`src/rtl/amp_i2c_master.sv`:
```
// amp_i2c_master: single-register I2C master for the amplifier control bus.
// One accepted start runs a full write or read transaction.
//
// state    | meaning
// ---------|--------------------------------------------------
// IDLE     | bus released, waiting for start
// START    | START condition, 2 quarters
// ADDR_W   | sending {dev_addr,0}
// ACK_AW   | slave ACK after write address
// REG      | sending register pointer
// ACK_REG  | slave ACK after register pointer
// DATA     | sending write data
// ACK_DATA | slave ACK after write data
// RSTART   | repeated START, 3 quarters
// ADDR_R   | sending {dev_addr,1}
// ACK_AR   | slave ACK after read address
// READ     | shifting in 8 data bits
// MACK     | master NACK after read data
// STOP     | STOP condition, 3 quarters
module amp_i2c_master #(
  parameter int QDIV = 30
) (
  input  logic       clk,
  input  logic       reset,
  input  logic       start,
  input  logic       rw,
  input  logic [6:0] dev_addr,
  input  logic [7:0] reg_addr,
  input  logic [7:0] wdata,
  output logic [7:0] rdata,
  output logic       busy,
  output logic       done,
  output logic       ack_err,
  output logic       amp_i2c_scl,
  input  logic       amp_i2c_sdai,
  output logic       amp_i2c_sdao
);

  localparam int QW = (QDIV > 1) ? $clog2(QDIV) : 1;

  typedef enum logic [3:0] {
    S_IDLE, S_START, S_ADDR_W, S_ACK_AW, S_REG, S_ACK_REG, S_DATA, S_ACK_DATA,
    S_RSTART, S_ADDR_R, S_ACK_AR, S_READ, S_MACK, S_STOP
  } state_t;

  state_t          state, state_n;
  logic [QW-1:0]   qcnt, qcnt_n;
  logic [1:0]      quarter, quarter_n;
  logic [2:0]      bitn, bitn_n;
  logic            rw_l;
  logic [6:0]      dev_l;
  logic [7:0]      reg_l, wd_l, rx;
  logic            smp;

  logic            tick, last_q, is_byte, is_ack, state_end, accept;
  logic            scl_n, sda_n, done_n;
  logic [7:0]      txbyte;

  // Quarter/bit sequencing, next-state selection and next bus levels.
  always_comb begin
    state_n   = state;
    qcnt_n    = qcnt;
    quarter_n = quarter;
    bitn_n    = bitn;
    scl_n     = 1'b1;
    sda_n     = 1'b1;
    txbyte    = 8'hFF;

    tick    = (qcnt == QW'(QDIV - 1));
    is_byte = (state == S_ADDR_W) || (state == S_REG) || (state == S_DATA) ||
              (state == S_ADDR_R) || (state == S_READ);
    is_ack  = (state == S_ACK_AW) || (state == S_ACK_REG) ||
              (state == S_ACK_DATA) || (state == S_ACK_AR);
    case (state)
      S_START:          last_q = (quarter == 2'd1);
      S_RSTART, S_STOP: last_q = (quarter == 2'd2);
      default:          last_q = (quarter == 2'd3);
    endcase
    state_end = tick && last_q && (!is_byte || (bitn == 3'd7));
    accept    = start && (state == S_IDLE);

    if (state == S_IDLE) begin
      qcnt_n    = '0;
      quarter_n = 2'd0;
      bitn_n    = 3'd0;
      if (accept) state_n = S_START;
    end else begin
      if (tick) begin
        qcnt_n = '0;
        if (last_q) begin
          quarter_n = 2'd0;
          if (is_byte) bitn_n = bitn + 3'd1;
        end else begin
          quarter_n = quarter + 2'd1;
        end
      end else begin
        qcnt_n = qcnt + 1'b1;
      end
      if (state_end) begin
        bitn_n = 3'd0;
        case (state)
          S_START:    state_n = S_ADDR_W;
          S_ADDR_W:   state_n = S_ACK_AW;
          S_ACK_AW:   state_n = smp ? S_STOP : S_REG;
          S_REG:      state_n = S_ACK_REG;
          S_ACK_REG:  state_n = smp ? S_STOP : (rw_l ? S_RSTART : S_DATA);
          S_DATA:     state_n = S_ACK_DATA;
          S_ACK_DATA: state_n = S_STOP;
          S_RSTART:   state_n = S_ADDR_R;
          S_ADDR_R:   state_n = S_ACK_AR;
          S_ACK_AR:   state_n = smp ? S_STOP : S_READ;
          S_READ:     state_n = S_MACK;
          S_MACK:     state_n = S_STOP;
          S_STOP:     state_n = S_IDLE;
          default:    state_n = S_IDLE;
        endcase
      end
    end

    case (state_n)
      S_ADDR_W: txbyte = {dev_l, 1'b0};
      S_REG:    txbyte = reg_l;
      S_DATA:   txbyte = wd_l;
      S_ADDR_R: txbyte = {dev_l, 1'b1};
      default:  txbyte = 8'hFF;
    endcase

    case (state_n)
      S_IDLE: begin
        scl_n = 1'b1;
        sda_n = 1'b1;
      end
      S_START: begin
        scl_n = 1'b1;
        sda_n = (quarter_n == 2'd0);
      end
      S_ADDR_W, S_REG, S_DATA, S_ADDR_R: begin
        scl_n = quarter_n[1];
        sda_n = txbyte[3'd7 - bitn_n];
      end
      S_RSTART: begin
        scl_n = (quarter_n != 2'd0);
        sda_n = (quarter_n != 2'd2);
      end
      S_STOP: begin
        scl_n = (quarter_n != 2'd0);
        sda_n = (quarter_n == 2'd2);
      end
      default: begin
        scl_n = quarter_n[1];
        sda_n = 1'b1;
      end
    endcase

    done_n = (state_n == S_STOP) && (quarter_n == 2'd2) && (qcnt_n == QW'(QDIV - 1));
  end

  // State/counter registers, latched command, sampled bus data and registered outputs.
  // SDA follows SCL by one clk whenever SCL toggles, so the two never move together.
  always_ff @(posedge clk or posedge reset) begin
    if (reset) begin
      state        <= S_IDLE;
      qcnt         <= '0;
      quarter      <= 2'd0;
      bitn         <= 3'd0;
      rw_l         <= 1'b0;
      dev_l        <= 7'd0;
      reg_l        <= 8'd0;
      wd_l         <= 8'd0;
      rx           <= 8'd0;
      smp          <= 1'b0;
      amp_i2c_scl  <= 1'b1;
      amp_i2c_sdao <= 1'b1;
      busy         <= 1'b0;
      done         <= 1'b0;
      ack_err      <= 1'b0;
      rdata        <= 8'd0;
    end else begin
      state   <= state_n;
      qcnt    <= qcnt_n;
      quarter <= quarter_n;
      bitn    <= bitn_n;
      if (accept) begin
        rw_l    <= rw;
        dev_l   <= dev_addr;
        reg_l   <= reg_addr;
        wd_l    <= wdata;
        ack_err <= 1'b0;
      end
      if (tick && (quarter == 2'd2)) begin
        smp <= amp_i2c_sdai;
        if (state == S_READ) rx <= {rx[6:0], amp_i2c_sdai};
      end
      if (state_end && is_ack && smp) ack_err <= 1'b1;
      if (state_end && (state == S_MACK)) rdata <= rx;
      amp_i2c_scl <= scl_n;
      if (scl_n == amp_i2c_scl) amp_i2c_sdao <= sda_n;
      busy <= (state_n != S_IDLE);
      done <= done_n;
    end
  end

endmodule

```
`config.mk`:
```
export PLATFORM = sky130hd
export DESIGN_NAME = amp_i2c_master
export DESIGN_NICKNAME = d
export VERILOG_FILES = /design/src/rtl/amp_i2c_master.sv
export SDC_FILE = /design/constraint.sdc
export NUM_CORES = 1
export LEC_CHECK = 0
export CORE_ASPECT_RATIO = 0.9
export CORE_MARGIN = 1.5
export CORE_UTILIZATION = 45
export CTS_CLUSTER_DIAMETER = 50
export DETAILED_ROUTE_END_ITERATION = 8
export DONT_BUFFER_PORTS = 1
export PLACE_DENSITY = 0.57
export SLEW_MARGIN = 20
export SYNTH_ARGS = -nofsm -noshare
export SYNTH_HDL_FRONTEND = slang
export SYNTH_SLANG_ARGS = --single-unit
export TNS_END_PERCENT = 100
```
`constraint.sdc`:
```
create_clock -name clk -period 3.7 [get_ports clk]
set_input_delay 0.555 -clock clk [delete_from_list [all_inputs] [get_ports clk]]
set_output_delay 0.555 -clock clk [all_outputs]
set_load 0.01 [all_outputs]
```
; Yosys cells after proc, flatten, opt, wreduce, memory -nomap -nowiden
; Cells that the tools add are included.
[classes]
n_addsub = 4
order_cmp = 1
eq_ne = 29
n_mux = 26
reduce_logical = 30
[ops]
columns = op, n
row1 = case mux 4 bit (11 select lines), 1
row2 = "== test 4 bit, second input constant", 9
row3 = case mux 8 bit (4 select lines), 1
row4 = "== test 4 x 3 -> 1 bit, second input constant", 6
row5 = 2-to-1 mux 4 bit, 6
row6 = 2-to-1 mux 3 bit, 6
row7 = "== test 4 x 2 -> 1 bit, second input constant", 3
row8 = "== test 5 bit, second input constant", 2
row9 = 2-to-1 mux 5 bit, 2
row10 = logical AND 1 bit, 9
row11 = "== test 4 x 1 -> 1 bit, second input constant", 2
row12 = zero test 4 bit, 2
row13 = logical OR 1 bit, 8
row14 = OR reduction 2 bit, 4
row15 = "== test 2 bit, second input constant", 3
row16 = 2-to-1 mux 2 bit, 3
row17 = "adder 5 x 1 -> 5 bit, second input constant", 1
row18 = "less-than comparator 3 x 4 -> 1 bit, second input constant", 1
row19 = case mux 1 bit (2 select lines), 2
row20 = case mux 1 bit (4 select lines), 1
row21 = nonzero test 2 bit, 2
row22 = nonzero test 4 bit, 1
row23 = OR reduction 4 bit, 1
row24 = "adder 3 x 1 -> 3 bit, second input constant", 1
row25 = 11 further kinds, 13
[word_totals]
reg_bits = 60
in_bits = 28
output_inout_bits = 13
word_cells = 106

; Longest topological paths before layout
; Gate-level depths: netlist of the first run.
[depth]
ltp_word = 15
mapped_depth = 13
depth_no_buf = 12

; Least setup slack after synthesis of the first run
; Ideal clock, no wire load.
[synth_timing]
path_kind = flip-flop to flip-flop
start = register state[0]
end = register amp_i2c_sdao
setup_time_ns = 0.077
arrival_time_ns = 2.738
required_ns = 3.623
path_slack_ns = 0.884
path_stages_with_launch = 13
path_buffers = 1
period_less_slack_ns = 2.816
cell_sequence = dfrtp_1 -> buf_6 -> nor2b_4 -> or4b_4 -> o31ai_4 -> o21ai_4 -> o221ai_4 -> inv_4 -> nor4_4 -> o21ai_2 -> a2111oi_2 -> a211oi_1 -> a31oi_1
[synth_between]
elab_chain_len = 15
word_cells_on_any_way = 60
classes_between = add/sub (1) / eq/ne (23) / mux (18) / reduce/logical (18)
[synth_rtl]
columns = element, line_no
row1 = "start, declared", 46  ; state_t state, state_n;
row2 = "start signal, assigned", 179  ; state <= state_n;
row3 = == test 4 x 2 -> 1 bit or == test 4 x 3 -> 1 bit (tied branches), "70, 101"
row4 = logical OR 1 bit (3 in a row), 70  ; is_byte = (state == S_ADDR_W) || (state == S_REG) || (state == S_DATA) ||
row5 = logical OR 1 bit, 71  ; (state == S_ADDR_R) || (state == S_READ);
row6 = zero test 1 bit, 79  ; state_end = tick && last_q && (!is_byte || (bitn == 3'd7));
row7 = logical OR 1 bit, 79
row8 = logical AND 1 bit, 79
row9 = 2-to-1 mux 4 bit, 99  ; if (state_end) begin
row10 = 2-to-1 mux 4 bit (*), 82  ; if (state == S_IDLE) begin
row11 = net state_n[2], 46
row12 = "== test 4 bit, or another cell as far along", "120, 128"
row13 = case mux 8 bit (4 select lines), 120  ; case (state_n)
row14 = binary-select mux 1 bit (select 3 bit), 139  ; sda_n = txbyte[3'd7 - bitn_n];
row15 = 2-to-1 mux 1 bit (not written as such), 139
row16 = case mux 1 bit (4 select lines), 128  ; case (state_n)
row17 = "end signal, assigned", 197  ; if (scl_n == amp_i2c_scl) amp_i2c_sdao <= sda_n;
row18 = "end, declared", 36  ; output logic amp_i2c_sdao
; The timed path passes the listed nets; every way through them passes the cells marked *. The select of a mux whose other input is x is not followed.
; A chain may end at the register's enable or synchronous reset.

; Worst setup path in the final report of the first run
[layout_timing]
start = register state[1]
end = register amp_i2c_sdao
; Same word-level chain as after synthesis.

==> flow_metrics.tcl, run 1 <==
set metrics [dict create \
    status "completed" \
    synthesis.instances 299 \
    synth_top_cells_by_count "sky130_fd_sc_hd__dfrtp_1, sky130_fd_sc_hd__mux2_2, sky130_fd_sc_hd__nand2_1, sky130_fd_sc_hd__nor2_1, sky130_fd_sc_hd__o21ai_0" \
    ys_seq_elements 60 \
    floorplan.die.height_um 84.1 \
    final_layout_size_suffix_gt1_share_pct 28.5 \
    clk_transition_reported_paths_ns 0.07 \
    place.detailed.hpwl_um 4950 \
    area_share_of_the_largest_cell_type_after_synthesis_pct 44.2 \
    ys_seq_area_share_pct 45.8 \
    maximum_clock_rate_mhz 297 \
    endpoint_kind "flop" \
    cts.repair_timing.setup_buffer_count 0 \
    critPathRequiredTime_ns 3.95 \
    ys.flop_type "sky130_fd_sc_hd__dfrtp_1" \
    die-width_um 93.1 \
    grt_util_all_layers_pct 19.6 \
    post_synth_instance_area_mm2 0.00329 \
    wirelength_um 6840 \
    critical-path-slowest-cell "sky130_fd_sc_hd__dfrtp_1" \
    critPathKind "flop to flop" \
    synth_area_per_cell_um2 11.0 \
    detailroute.via_count 2308 \
    synthesis.yosys.warnings 0 \
    cp_max_fo 22 \
    floorplan.initialDensity_pct 46.5 \
    cts_tree "yes" \
    timing.max_cap.violations 0 \
    globalplace.congestion 0.847 \
    vias_per_cell 5.74 \
    place_worst_setup_slack_ns 0.387 \
    insertedDiodeCount 0 \
    leakagePower_uw 0.00155 \
    clock_buffers_created_by_tritoncts 9 \
    crit_chain "nand2b_1, or4b_4, o31ai_4, o21ai_4, o221ai_4, inv_4, or3_1, a31oi_1, or3_1, nor3b_1, a31oi_1" \
    cp_top_family "simple AND/OR/NAND/NOR gates" \
    ctsResizeCount 0 \
    drcViolationCount 0 \
    clock-sinks 60 \
    postSynthNetCount 332 \
    final_hold_viol_count 0 \
    timing_worst_slew_pin_value_ns 0.735 \
    placeableCoreArea_mm2 0.00708 \
    critPathBufInv 1 \
    portBuffers 0 \
    synth_compound_area_share_pct 14.8 \
    synth_cell_type_count 64 \
    grt_pass1_wl_um 11800 \
    post-synth-top-area-cell "sky130_fd_sc_hd__dfrtp_1" \
    post_synth_edffs 0 \
    floorplan.die_area_mm2 0.00783 \
    htree_num_levels 3 \
    slowest_delay_ns 0.61 \
    layout-area-overhead-vs-synth_pct 8.87 \
    std_cell_rows 29 \
    use_met1_pct 29.0 \
    cts_hold_repair.buffers 0 \
    first_pass_iters 4 \
    global_routing_usage_on_met2_pct 27.4 \
    fin_setup_tns_ns 0 \
    cp.arrival_ns 3.61 \
    grt_pass1_vias 2324 \
    cellPowerDensity_mw_per_mm2 470 \
    yosys.cell_count.top_type "sky130_fd_sc_hd__dfrtp_1" \
    worst_clock_skew_ns 0.00901 \
    global_route.peak_usage_layer "met1" \
    route.detailed.wl_per_inst_um 17.0 \
    synthSimpleGateAreaFrac_pct 15.0 \
    io_pins 41 \
    post_synth_xor_area_fraction_pct 0.799 \
    ir_drop_mv 0.315 \
    timing_max_transition_violations_final 0 \
    timing.final.crit_period_ns 3.37 \
    antenna_found_initial 0 \
    num-nets-final 337 \
    clock_tree.buffer_depth 2 \
    postSynth.asyncResetShare_pct 100 \
    global_route.overflow_total 0 \
    fin_ws_ns 0.335 \
    yosys.area_share.adder_pct 1.90 \
    first_iter_violations 73 \
    max_slew_margin_pct 50.9 \
    setup_viol 0 \
    setup_repair_after_global_routing_missed_its_margin "no" \
    grt_start_max_net_pins 36 \
    cts.root.buffer_cell "sky130_fd_sc_hd__clkbuf_8" \
    rrSetupSlack_ns 0.33 \
    yosys-top-cells-area "sky130_fd_sc_hd__dfrtp_1, sky130_fd_sc_hd__mux2_2, sky130_fd_sc_hd__nand2_1, sky130_fd_sc_hd__nor2_1, sky130_fd_sc_hd__ha_1" \
    synthMuxAreaShare_pct 18.7 \
    clock_latency_ns 0.33 \
    final_antenna_net_count 0 \
    synth_top_family_by_area "multiplexers" \
    post_route_fraction_of_the_period_consumed_by_the_critical_path_pct 91.0 \
    setup.worst_path.start_class "flop" \
    gr-usage-met3_pct 5.28 \
    min_path_type "primary input to asynchronous set/reset pin" \
]
## worst paths after layout
| check | depth (start not counted) | to | start |
|---|---|---|---|
| setup / recovery | 11 | amp_i2c_sdao | state[1] |
| hold / removal | 1 | rdata[5] | reset |
| setup reg to reg | 11 | amp_i2c_sdao | state[1] |
| hold reg to reg | 2 | reg_l[0] | reg_l[0] |
| max in group asynchronous | 2 | amp_i2c_scl | reset |
| min in group clk | 1 | wd_l[0] | wdata[0] |
## worst reg2reg max path, stage by stage, from the launching register on
cell and delay [ns]:
sky130_fd_sc_hd__dfrtp_1 0.61, sky130_fd_sc_hd__nand2b_1 0.28, sky130_fd_sc_hd__or4b_4 0.57, sky130_fd_sc_hd__o31ai_4 0.11, sky130_fd_sc_hd__o21ai_4 0.17, sky130_fd_sc_hd__o221ai_4 0.30
sky130_fd_sc_hd__inv_4 0.09, sky130_fd_sc_hd__or3_1 0.35, sky130_fd_sc_hd__a31oi_1 0.32, sky130_fd_sc_hd__or3_1 0.18, sky130_fd_sc_hd__nor3b_1 0.22, sky130_fd_sc_hd__a31oi_1 0.06
## cells by family after synthesis
kind of cell | count (synthesis)
buf+inv | 23
flops | 60
mux | 54
compound gates | 62
xor+xnor | 3
simple gates | 92
fa+ha+maj | 5
## sequential cells by signal, summed over array words and instances, names as in the netlist, 2 cells and up
| signal | count |
|---|---|
| dev_l | 7 |
| rx | 8 |
| qcnt | 5 |
| wd_l | 8 |
| reg_l | 8 |
| quarter | 2 |
| bitn | 3 |
| state | 4 |
| rdata | 8 |
## metrics by stage
stage,instance area [um^2],std cells,hold slack (ns),utilization (%),power (uW)
floorplan,3290,299,0.432,-,1050
global route,3580,402,0.296,50.6,1780
global placement,3390,386,0.472,47.9,1120
detailed placement,3390,386,0.488,47.9,1120
CTS,3580,402,0.249,50.6,1700
finish,3580,402,0.227,50.6,1680
## layout make-up
cell class | count | area [um^2]
Clock buffer | 14 | 153
Clock inverter | 2 | 35.0
Multi-Input combinational cell | 216 | 1680
Tap cell | 93 | 116
Timing Repair Buffer | 6 | 45.0
Sequential cell | 60 | 1500
Fill cell | 652 | 3500
Inverter | 11 | 43.8
## report_power, final
part	internal [uW]	switching, uW
clock	330	243
sequential	765	80.3
combinational	138	126
total	1230	449
## layout by cell type, fill, tap and decap left out, types with 6 or more instances in the layout
master,instances
sky130_fd_sc_hd__a211oi_1,7
sky130_fd_sc_hd__o21ai_0,12
sky130_fd_sc_hd__dfrtp_1,58
sky130_fd_sc_hd__nand3_1,7
sky130_fd_sc_hd__nand2_1,27
sky130_fd_sc_hd__buf_4,6
sky130_fd_sc_hd__inv_1,7
sky130_fd_sc_hd__mux2_2,48
sky130_fd_sc_hd__clkbuf_8,10
sky130_fd_sc_hd__a21oi_1,7
sky130_fd_sc_hd__nor2_1,21
## layer usage
metal	share of wire [%]	wire, um
met5	0	0
met4	1.4	99
met3	4.2	284
met2	44	2990
met1	51	3460
Power figures use the tool's default switching activity.
==> run 2: changes to the inputs <==
- clock period: 3.7 -> 3.3 ns (I/O delays scaled with it)
==> flow_metrics.tcl, run 2 (same netlist as run 1, synthesis figures left out) <==
set metrics [dict create \
    floorplan.initialDensity_pct 46.5 \
    fin_setup_tns_ns 0 \
    global_route.overflow_total 0 \
    min_path_type "primary input to asynchronous set/reset pin" \
    vias_per_cell 5.67 \
    post_route_fraction_of_the_period_consumed_by_the_critical_path_pct 92.9 \
    grt_pass1_vias 2284 \
    timing.max_cap.violations 0 \
    reg2reg_depth 12 \
    grt_pass1_wl_um 11300 \
    clk_transition_reported_paths_ns 0.07 \
    clock_latency_ns 0.33 \
    most-common-layout-cells "sky130_fd_sc_hd__dfrtp_1, sky130_fd_sc_hd__mux2_2, sky130_fd_sc_hd__nand2_1, sky130_fd_sc_hd__nor2_1, sky130_fd_sc_hd__buf_4" \
    insertedDiodeCount 0 \
    std_cell_rows 29 \
    portBuffers 0 \
    rrSetupSlack_ns 0.24 \
    detailroute.via_count 2323 \
    cp_max_fo 9 \
    layout-area-overhead-vs-synth_pct 12.0 \
    critPathRequiredTime_ns 3.55 \
    critical-path-slowest-cell "sky130_fd_sc_hd__dfrtp_1" \
    drcViolationCount 0 \
    place_area_mm2 0.00346 \
    most_common_library_cell_in_the_layout_ignoring_fill_and_taps "sky130_fd_sc_hd__dfrtp_1" \
    antenna_found_initial 0 \
    cts.root.buffer_cell "sky130_fd_sc_hd__clkbuf_8" \
    worst_clock_skew_ns 0.00769 \
    num-nets-final 346 \
    first_iter_violations 138 \
    timing_worst_slew_pin_value_ns 0.636 \
    ir_drop_mv 0.291 \
    grt_util_all_layers_pct 18.8 \
    rr_startpoint "state[0]" \
    r2r_end "amp_i2c_sdao" \
    final_hold_viol_count 0 \
    placeableCoreArea_mm2 0.00708 \
    setup.worst_path.start_class "flop" \
    place.detailed.hpwl_um 5020 \
    finish.cell_count_without_fillers 410 \
    first_pass_iters 4 \
    fin_area_mm2 0.00368 \
    cellPowerDensity_mw_per_mm2 533 \
    timing.final.crit_period_ns 3.06 \
    critPathKind "flop to flop" \
    status "completed" \
    leakagePower_uw 0.00161 \
    route.detailed.wl_per_inst_um 16.5 \
    placed_cells 395 \
    io_pins 41 \
    endpoint_kind "flop" \
    clock_buffers_created_by_tritoncts 9 \
    clock-sinks 60 \
    floorplan.die_area_mm2 0.00783 \
    htree_num_levels 3 \
    floorplan.die.height_um 84.1 \
    cp.arrival_ns 3.31 \
    cpMostUsedCell "sky130_fd_sc_hd__a211oi_1" \
    maximum_clock_rate_mhz 326 \
    clock_tree.buffer_depth 2 \
    max_slew_margin_pct 57.5 \
    die-width_um 93.1 \
    crit_chain "buf_4, inv_1, a2bb2oi_1, o21a_2, a21boi_0, nor2_4, inv_2, mux2_2, a211oi_1, o211ai_1, a211oi_1, a31oi_1" \
    globalplace.congestion 0.890 \
    setup_repair_after_global_routing_missed_its_margin "no" \
    cts_tree "yes" \
    final_antenna_net_count 0 \
    cts_hold_repair.buffers 0 \
    final_layout_size_suffix_gt1_share_pct 31.9 \
    cts.repair_timing.setup_buffer_count 0 \
    slowest_delay_ns 0.42 \
    cp_top_family "compound AO/OA/AOI/OAI gates" \
    grt_start_max_net_pins 32 \
    setup_viol 0 \
    wirelength_um 6760 \
    critPathBufInv 3 \
    timing_max_transition_violations_final 0 \
]
[run 2: what timing repair did]
item,4_1_cts,5_1_grt
endpoints found under the setup margin,0,1
resized for setup,0,2
hold endpoints to repair,0,0
[run 2: how the worst max path moves through the flow]
stage / slack, ns / start / depth (start not counted) / to
after global routing: 0.01 / state[0] / 12 / amp_i2c_sdao
after global placement: 0.23 / state[2] / 11 / amp_i2c_sdao
after floorplan: 0.48 / state[0] / 12 / amp_i2c_sdao
after CTS: 0.20 / state[2] / 11 / amp_i2c_sdao
final: 0.24 / state[0] / 12 / amp_i2c_sdao
after detailed placement: 0.22 / state[2] / 11 / amp_i2c_sdao
[run 2: through the flow]
stage                     hold WS (ns)  utilization [%]  power, uW  setup WS [ns]
after floorplan                  0.432                -       1180          0.484
after global placement           0.473             48.9       1250          0.232
after detailed placement         0.482             48.9       1260          0.219
after CTS                        0.138             51.9       1990          0.196
after global routing             0.175             52.0       2070         0.0106
final                            0.125             52.0       1960          0.235
[run 2: worst reg2reg max path, delay by kind of cell, from the launching register on]
family,cells,cell delay (ns)
mux,1,0.31
flops,1,0.42
simple gates,1,0.28
buf+inv,3,0.46
compound gates,7,1.53
[run 2: cell type report]
type | count | area, um^2
timing repair buffer | 15 | 113
clock buffer | 11 | 141
tap | 93 | 116
clock inverter | 4 | 73.8
multi-input combinational | 216 | 1690
sequential | 60 | 1510
inverter | 11 | 43.8
fill | 623 | 3390
[run 2: where the power goes]
group	internal (uW)	total [uW]	switching, uW
Clock	442	720	279
Combinational	158	305	148
Sequential	858	938	80.3
Total	1460	1960	506
[run 2: per-layer routing]
layer  up-vias  share of wire (%)  GRT usage [%]
met5         -                  0              0
met4         0                1.8           6.47
met3        11                5.8           7.01
met2        46                 44           26.4
met1      1140                 48           26.3
li1       1126                  -              -
